File: config.mk
export PLATFORM = sky130hd
export DESIGN_NAME = fetch_unit_flat
export DESIGN_NICKNAME = d
export VERILOG_FILES = /design/src/rtl/fetch_pkg.sv /design/src/rtl/fetch_if.sv /design/src/rtl/fetch_buffer.sv /design/src/rtl/fetch_unit.sv /design/src/flat_wrapper.sv
export SDC_FILE = /design/constraint.sdc
export NUM_CORES = 1
export LEC_CHECK = 0
export ABC_CLOCK_PERIOD_IN_PS = 11250
export BUFFER_PORTS_ARGS = -buffer_cell sky130_fd_sc_hd__buf_2
export CAP_MARGIN = 10
export CELL_PAD_IN_SITES_DETAIL_PLACEMENT = 1
export CELL_PAD_IN_SITES_GLOBAL_PLACEMENT = 1
export CORE_ASPECT_RATIO = 1.25
export CORE_MARGIN = 2
export CORE_UTILIZATION = 35
export DETAILED_ROUTE_END_ITERATION = 6
export PLACE_DENSITY = 0.75
export REMOVE_ABC_BUFFERS = 1
export SLEW_MARGIN = 10
export SYNTH_ARGS = -nofsm -noshare
export SYNTH_HDL_FRONTEND = slang
export SYNTH_SLANG_ARGS = --single-unit
File: constraint.sdc
create_clock -name CLK -period 11.25 [get_ports CLK]
set_input_delay 0 -clock CLK [delete_from_list [all_inputs] [get_ports CLK]]
set_output_delay 0 -clock CLK [all_outputs]
set_load 0.03 [all_outputs]
File: src/rtl/fetch_pkg.sv
// Shared types and constants for the instruction-fetch stage.
// Used by fetch_buffer and fetch_unit.
package fetch_pkg;

  localparam logic [31:0] FETCH_NOP      = 32'h0000_0000;
  localparam logic [31:0] FETCH_RESET_PC = 32'h0040_0000;

  typedef enum logic [1:0] {
    IDLE  = 2'd0,
    REQ   = 2'd1,
    DRAIN = 2'd2
  } fetch_state_e;

  typedef struct packed {
    logic [31:0] instr;
    logic [31:0] pc;
  } fetch_entry_t;

  // Sequential PC step; wraps modulo 2^32.
  function automatic logic [31:0] pc_next(input logic [31:0] pc);
    return pc + 32'd4;
  endfunction

endpackage

File: src/rtl/fetch_if.sv
// Bundles for the fetch stage: instruction-memory handshake and decode-side link.
// Fetch is master on fetch_imem_if and slave on fetch_dec_if.
interface fetch_imem_if;
  logic        imem_req;
  logic [31:0] imem_addr;
  logic        imem_ack;
  logic [31:0] imem_data;

  modport master (output imem_req, imem_addr, input imem_ack, imem_data);
  modport slave  (input imem_req, imem_addr, output imem_ack, imem_data);
endinterface

interface fetch_dec_if;
  logic [31:0] Alt_PC;
  logic        Request_Alt_PC;
  logic        WANT_FREEZE;
  logic [31:0] Instr1_OUT;
  logic [31:0] Instr_PC_OUT;
  logic [31:0] Instr_PC_Plus4_OUT;

  modport master (output Alt_PC, Request_Alt_PC, WANT_FREEZE,
                  input  Instr1_OUT, Instr_PC_OUT, Instr_PC_Plus4_OUT);
  modport slave  (input  Alt_PC, Request_Alt_PC, WANT_FREEZE,
                  output Instr1_OUT, Instr_PC_OUT, Instr_PC_Plus4_OUT);
endinterface

File: src/rtl/fetch_buffer.sv
// Small power-of-two FIFO of fetched {instr, pc} entries.
// Synchronous flush wins over push; a pop frees its slot for a same-edge push.
module fetch_buffer
  import fetch_pkg::*;
#(
  parameter int DEPTH = 2
) (
  input  logic                     clk,
  input  logic                     rst_n,
  input  logic                     i_push,
  input  logic                     i_pop,
  input  logic                     i_flush,
  input  fetch_entry_t             i_data,
  output fetch_entry_t             o_head,
  output logic [$clog2(DEPTH):0]   o_count,
  output logic                     o_empty,
  output logic                     o_full
);

  localparam int AW = $clog2(DEPTH);

  fetch_entry_t   r_mem [DEPTH];
  logic [AW-1:0]  r_wr_ptr;
  logic [AW-1:0]  r_rd_ptr;
  logic [AW:0]    r_count;
  logic           w_do_push;
  logic           w_do_pop;

  assign o_empty   = (r_count == '0);
  assign o_full    = r_count[AW];
  assign o_count   = r_count;
  assign o_head    = r_mem[r_rd_ptr];
  assign w_do_pop  = i_pop && !o_empty && !i_flush;
  assign w_do_push = i_push && !i_flush && (!o_full || w_do_pop);

  // NOTE: storage has no reset; the pointers alone define which entries are valid.
  always_ff @(posedge clk) begin
    if (w_do_push) r_mem[r_wr_ptr] <= i_data;
  end

  always_ff @(posedge clk or negedge rst_n) begin
    if (!rst_n) begin
      r_wr_ptr <= '0;
      r_rd_ptr <= '0;
      r_count  <= '0;
    end else if (i_flush) begin
      r_wr_ptr <= '0;
      r_rd_ptr <= '0;
      r_count  <= '0;
    end else begin
      if (w_do_push) r_wr_ptr <= r_wr_ptr + AW'(1);
      if (w_do_pop)  r_rd_ptr <= r_rd_ptr + AW'(1);
      r_count <= r_count + (AW+1)'(w_do_push) - (AW+1)'(w_do_pop);
    end
  end

endmodule

File: src/rtl/fetch_unit.sv
// Instruction-fetch stage: PC, imem req/ack handshake, fetch FIFO, redirect and freeze.
// Optional FETCH_STAT_EN adds saturating squash/bubble counters.
module fetch_unit
  import fetch_pkg::*;
#(
  parameter logic [31:0] RESET_PC  = FETCH_RESET_PC,
  parameter int          BUF_DEPTH = 2
) (
  input  logic          CLK,
  input  logic          RESET,
  fetch_imem_if.master  imem,
  fetch_dec_if.slave    dec
`ifdef FETCH_STAT_EN
  ,
  output logic [31:0]   stat_squash_cnt,
  output logic [31:0]   stat_bubble_cnt
`endif
);

  localparam int CW = $clog2(BUF_DEPTH) + 1;

  fetch_state_e  r_state;
  fetch_state_e  w_state_nxt;
  logic [31:0]   r_fetch_pc;
  logic [31:0]   r_drain_addr;
  logic [31:0]   r_instr;
  logic [31:0]   r_pc;
  logic [31:0]   r_pc4;

  logic          w_req;
  logic [31:0]   w_addr;
  logic          w_ack;
  logic          w_redirect;
  logic          w_freeze;
  logic [31:0]   w_alt_pc;
  logic          w_enter_drain;
  logic          w_push;
  logic          w_pop;
  logic [CW-1:0] w_count;
  logic          w_empty;
  logic          w_full;
  fetch_entry_t  w_head;
  fetch_entry_t  w_push_data;

  assign w_redirect    = dec.Request_Alt_PC;
  assign w_freeze      = dec.WANT_FREEZE;
  assign w_alt_pc      = {dec.Alt_PC[31:2], 2'b00};
  assign w_ack         = w_req && imem.imem_ack;
  // An unanswered request cannot be withdrawn, so a redirect must wait it out in DRAIN.
  assign w_enter_drain = (r_state == REQ) && w_redirect && w_req && !w_ack;
  assign w_push        = (r_state == REQ) && w_ack && !w_redirect;
  assign w_pop         = !w_freeze && !w_redirect && !w_empty;
  assign w_push_data   = '{instr: imem.imem_data, pc: r_fetch_pc};

  fetch_buffer #(.DEPTH(BUF_DEPTH)) u_buf (
    .clk     (CLK),
    .rst_n   (RESET),
    .i_push  (w_push),
    .i_pop   (w_pop),
    .i_flush (w_redirect),
    .i_data  (w_push_data),
    .o_head  (w_head),
    .o_count (w_count),
    .o_empty (w_empty),
    .o_full  (w_full)
  );

  // NOTE: sequential state uses non-blocking assignments so every register samples pre-edge values.
  always_ff @(posedge CLK or negedge RESET) begin
    if (!RESET) begin
      r_state      <= IDLE;
      r_fetch_pc   <= RESET_PC;
      r_drain_addr <= '0;
    end else begin
      r_state <= w_state_nxt;
      if (w_redirect)  r_fetch_pc <= w_alt_pc;
      else if (w_push) r_fetch_pc <= pc_next(r_fetch_pc);
      if (w_enter_drain) r_drain_addr <= r_fetch_pc;
    end
  end

  // NOTE: every always_comb output gets a default first so no latch can be inferred.
  always_comb begin
    w_state_nxt = r_state;
    unique case (r_state)
      IDLE:    w_state_nxt = REQ;
      REQ:     if (w_enter_drain) w_state_nxt = DRAIN;
      DRAIN:   if (w_ack) w_state_nxt = REQ;
      default: w_state_nxt = IDLE;
    endcase
  end

  always_comb begin
    w_req  = 1'b0;
    w_addr = r_fetch_pc;
    unique case (r_state)
      REQ:     w_req = (w_count < CW'(BUF_DEPTH));
      DRAIN:   begin
        w_req  = 1'b1;
        w_addr = r_drain_addr;
      end
      default: w_req = 1'b0;
    endcase
  end

  assign imem.imem_req  = w_req;
  assign imem.imem_addr = w_addr;

  // Decode outputs: held while frozen, otherwise the FIFO head or a bubble.
  always_ff @(posedge CLK or negedge RESET) begin
    if (!RESET) begin
      r_instr <= FETCH_NOP;
      r_pc    <= '0;
      r_pc4   <= '0;
    end else if (!w_freeze) begin
      if (w_pop) begin
        r_instr <= w_head.instr;
        r_pc    <= w_head.pc;
        r_pc4   <= pc_next(w_head.pc);
      end else begin
        r_instr <= FETCH_NOP;
        r_pc    <= '0;
        r_pc4   <= '0;
      end
    end
  end

  assign dec.Instr1_OUT         = r_instr;
  assign dec.Instr_PC_OUT       = r_pc;
  assign dec.Instr_PC_Plus4_OUT = r_pc4;

  a_push_has_room: assert property (@(posedge CLK) disable iff (!RESET)
    w_push |-> (!w_full || w_pop));

`ifdef FETCH_STAT_EN
  logic        w_squash;
  logic        w_bubble;
  logic [31:0] r_squash_cnt;
  logic [31:0] r_bubble_cnt;

  assign w_squash = w_ack && ((r_state == DRAIN) || w_redirect);
  assign w_bubble = !w_freeze && !w_pop;

  always_ff @(posedge CLK or negedge RESET) begin
    if (!RESET) begin
      r_squash_cnt <= '0;
      r_bubble_cnt <= '0;
    end else begin
      if (w_squash && (r_squash_cnt != 32'hFFFF_FFFF)) r_squash_cnt <= r_squash_cnt + 32'd1;
      if (w_bubble && (r_bubble_cnt != 32'hFFFF_FFFF)) r_bubble_cnt <= r_bubble_cnt + 32'd1;
    end
  end

  assign stat_squash_cnt = r_squash_cnt;
  assign stat_bubble_cnt = r_bubble_cnt;
`endif

endmodule

File: src/flat_wrapper.sv
// flat-port wrapper written by rule: the top's interface ports become plain ports
module fetch_unit_flat import fetch_pkg::*;
#(
  parameter logic [31:0] RESET_PC  = FETCH_RESET_PC,
  parameter int          BUF_DEPTH = 2
)
  (CLK, RESET, imem_imem_req, imem_imem_addr, imem_imem_ack, imem_imem_data, dec_Alt_PC, dec_Request_Alt_PC, dec_WANT_FREEZE, dec_Instr1_OUT, dec_Instr_PC_OUT, dec_Instr_PC_Plus4_OUT);
  fetch_imem_if imem_i ();
  fetch_dec_if dec_i ();
  input  logic CLK;
  input  logic RESET;
  output wire logic [$bits(imem_i.imem_req)-1:0] imem_imem_req;
  output wire logic [$bits(imem_i.imem_addr)-1:0] imem_imem_addr;
  input wire logic [$bits(imem_i.imem_ack)-1:0] imem_imem_ack;
  input wire logic [$bits(imem_i.imem_data)-1:0] imem_imem_data;
  input wire logic [$bits(dec_i.Alt_PC)-1:0] dec_Alt_PC;
  input wire logic [$bits(dec_i.Request_Alt_PC)-1:0] dec_Request_Alt_PC;
  input wire logic [$bits(dec_i.WANT_FREEZE)-1:0] dec_WANT_FREEZE;
  output wire logic [$bits(dec_i.Instr1_OUT)-1:0] dec_Instr1_OUT;
  output wire logic [$bits(dec_i.Instr_PC_OUT)-1:0] dec_Instr_PC_OUT;
  output wire logic [$bits(dec_i.Instr_PC_Plus4_OUT)-1:0] dec_Instr_PC_Plus4_OUT;
  assign imem_imem_req = imem_i.imem_req;
  assign imem_imem_addr = imem_i.imem_addr;
  assign imem_i.imem_ack = imem_imem_ack;
  assign imem_i.imem_data = imem_imem_data;
  assign dec_i.Alt_PC = dec_Alt_PC;
  assign dec_i.Request_Alt_PC = dec_Request_Alt_PC;
  assign dec_i.WANT_FREEZE = dec_WANT_FREEZE;
  assign dec_Instr1_OUT = dec_i.Instr1_OUT;
  assign dec_Instr_PC_OUT = dec_i.Instr_PC_OUT;
  assign dec_Instr_PC_Plus4_OUT = dec_i.Instr_PC_Plus4_OUT;
  fetch_unit #(.RESET_PC(RESET_PC), .BUF_DEPTH(BUF_DEPTH)) u_core (.CLK(CLK), .RESET(RESET), .imem(imem_i), .dec(dec_i));
endmodule
==> flow_summary_export.csv <==
group,metric,value,unit
route,drtIter0Drc,346,
die,die-area,0.0357,mm2
timing,fmax,256,MHz
yosys,ys_seq_elements,282,
grt,grt_pass1_vias,8811,
clock_tree,insertion_delay,560,ps
yosys,ys_seq_area_frac,0.641,
die,die_h,211,um
critical_path,cpPeakStageDelay,840,ps
timing,drv_slew,0,
yosys,synthFlopType,"dfrtp_1",
placement,dp_slack,7290,ps
clock_tree,clk_path_buf_depth,3,
timing,finalCritPeriodShare,0.348,
power,leakagePower,6.13,nW
clock_tree,cts_sinks,282,
cells_and_area,multiInputGateArea,0.00404,mm2
die,coreArea,0.0337,mm2
yosys,async_flop_share,0.560,
critical_path,critPathMaxFanout,57,
route,drt_wl_total,30700,um
critical_path,required,11690,ps
job,maxCapViolations,0,
grt,track_usage,0.172,
placement,hpwl,20000,um
timing,hold_violations,0,
cells_and_area,syn2layout_area_growth,24.5,%
route,wl_per_cell,18.7,um
power,total_power,0.00290,W
yosys,syn_area_per_cell,12.6,um2
timing,setup_viol_count_final,0,
timing,timing.final.ws_setup,7340,ps
cells_and_area,diodes,0,
grt,grt_max_degree,105,
power,power.density,195,mW/mm2
critical_path,crit_type,"flop to flop",
clock_tree,ctsRootBufferMaster,"clkbuf_16",
critical_path,crit_chain,"buf_4, nand4_1, a22oi_1, nand4_4, or4_1, a32o_1",
timing,period_needed,3910,ps
yosys,syn_inst,950,
grt,antenna_found_initial,0,
die,initial_core_util,0.356,
yosys,synth_cell_type_count,54,
yosys,syn_area,0.0120,mm2
route,routed-via-count,8331,
critical_path,cp_slowest_cell,"dfrtp_4",
die,rows,75,
die,io_pins,198,
cells_and_area,nets,1274,
clock_tree,cts-buffers-inserted,29,
critical_path,cp-end-kind,"flop",
clock_tree,cts_tree,"built",
clock_tree,cts_setup_buffers,0,
cells_and_area,fillers,3581,
clock_tree,clkTransAtPathRegs,60,ps
worst_hold_path,hp-class,"input pin to flop",
grt,grt_pass1_wl,48400,um
yosys,synth_edf_count,124,
placement,io_buffers,189,
power,ir_worst_vdd,0.112,mV
timing,fin_tns_setup,0,ps
timing,skew,15.7,ps
route,drt_pass1_iterations,4,
yosys,ys_warn_count,0,
timing,maxSlewHeadroom,0.315,
timing,rsz0062_at_grt,"no",
critical_path,arrival,4350,ps
run_status,status,"finished, final reports clean",
placement,globalplace.congestion,0.766,
die,die_w,169,um
grt,grt_overflow_total,0,
route,ant_nets,0,
route,viasPerCell,5.07,
timing,worstMarginPinSlew,1030,ps
critical_path,startpoint_type,"flop",
clock_tree,cts.htree.levels,1,
cells_and_area,regArea,0.00768,mm2
route,drc_errors,0,
cells_and_area,drive_gt1_frac,0.252,
cell usage in the layout, fill, tap and decap left out, drive strengths merged, types with 9 or more instances in the layout:
master and count:
a32o 12, buf 200, clkbuf 44, dfrtp 157
dlygate4sd3 64, edfxtp 124, inv 17, mux2 53
mux2i 63, nand2 143, nand3 26, nand4 17
nor2 12, nor3 9, nor4 11, o21ai 122
xnor2 34, xor2 9
cell usage after synthesis, drive strengths merged, types with 8 or more instances:
cell type | count | area share
a32o | 12 | 0.010
buf | 16 | 0.0084
o21ai | 122 | 0.051
xnor2 | 34 | 0.025
nor3 | 9 | 0.0038
dfrtp | 157 | 0.33
edfxtp | 124 | 0.31
inv | 16 | 0.0050
mux2 | 53 | 0.050
nor2 | 12 | 0.0038
nand4 | 17 | 0.010
nand3 | 26 | 0.011
nand2 | 143 | 0.045
nor4 | 11 | 0.0057
clkbuf | 37 | 0.012
mux2i | 63 | 0.053
xor2 | 9 | 0.0066
or3 | 8 | 0.0042
ha | 8 | 0.0084
cell families after synthesis:
family,share of synthesized area
AO/OA/AOI/OAI,0.0839
XOR/XNOR,0.0314
adder cells (fa/ha/maj),0.00836
buffers and inverters,0.0250
flip-flops,0.641
multiplexers,0.103
other,0.000313
AND/OR/NAND/NOR,0.107
metal layers:
layer | share of wire | up-vias | global-route usage | wire length [um]
li1 | - | 3933 | - | -
met1 | 0.41 | 4169 | 0.207 | 12700
met2 | 0.52 | 173 | 0.312 | 15900
met3 | 0.033 | 56 | 0.0217 | 1020
met4 | 0.036 | 0 | 0.0713 | 1110
met5 | 0 | - | 0 | 0
final timing paths:
| kind | start | endpoint | slack, ps | cells after the start |
|---|---|---|---|---|
| max | u_core.u_buf.r_rd_ptr | u_core.dec.Instr_PC_Plus4_OUT[31] | 7340 | 6 |
| min | dec_Request_Alt_PC | u_core.r_fetch_pc[2] | 60 | 4 |
| max reg2reg | u_core.u_buf.r_rd_ptr | u_core.dec.Instr_PC_Plus4_OUT[31] | 7340 | 6 |
| min reg2reg | u_core.dec.Instr_PC_OUT[17] | u_core.dec.Instr_PC_OUT[17] | 470 | 2 |
| max in group asynchronous | RESET | u_core.u_buf.r_rd_ptr | 9670 | 3 |
| min in group asynchronous | RESET | u_core.r_drain_addr[3] | 170 | 2 |
where the power goes:
group | internal (W) | total [W] | switching, W
registers | 0.00121 | 0.00131 | 0.0000936
logic | 0.000246 | 0.000653 | 0.000408
clock network | 0.000544 | 0.000942 | 0.000398
total | 0.00200 | 0.00290 | 0.000900
registers in the layout (all words and copies together) (netlist names):
register and count:
u_core.u_buf.o_count 2, u_core.dec.Instr_PC_Plus4_OUT 30, u_core.u_buf.r_wr_ptr 1, u_core.r_drain_addr 30, u_core.u_buf.r_mem 124, u_core.dec.Instr_PC_OUT 30, u_core.u_buf.r_rd_ptr 1, u_core.dec.Instr1_OUT 32
u_core.r_fetch_pc 30, u_core.r_state 2
repair_timing:
action | 4_1_cts | 5_1_grt
endpoints found under the hold margin | 198 | 0
hold buffers | 64 | 0
gates resized for setup | 0 | 0
cell type report:
type                            instances  share of cell area
Sequential cell                       282               0.515
Multi-Input combinational cell        604               0.271
Timing Repair Buffer                  264               0.112
Clock buffer                           44              0.0544
Tap cell                              423              0.0355
Clock inverter                          9             0.00738
Inverter                               16             0.00403
through the flow:
stage	utilization	cell area [um2]	hold WS (ps)	cells
global route	0.443	14900	103	1642
CTS	0.443	14900	50.7	1642
global placement	0.396	13400	188	1525
floorplan	-	11800	-296	902
detailed placement	0.396	13400	192	1525
finish	0.443	14900	61.4	1642
critical path: cells and delay by family, from the launching register on:
kind | cells | cell delay [ps]
simple gates | 3 | 1220
compound gates | 2 | 1010
flops | 1 | 840
buf+inv | 1 | 700
Note: power is estimated with default switching activity, not from simulation.
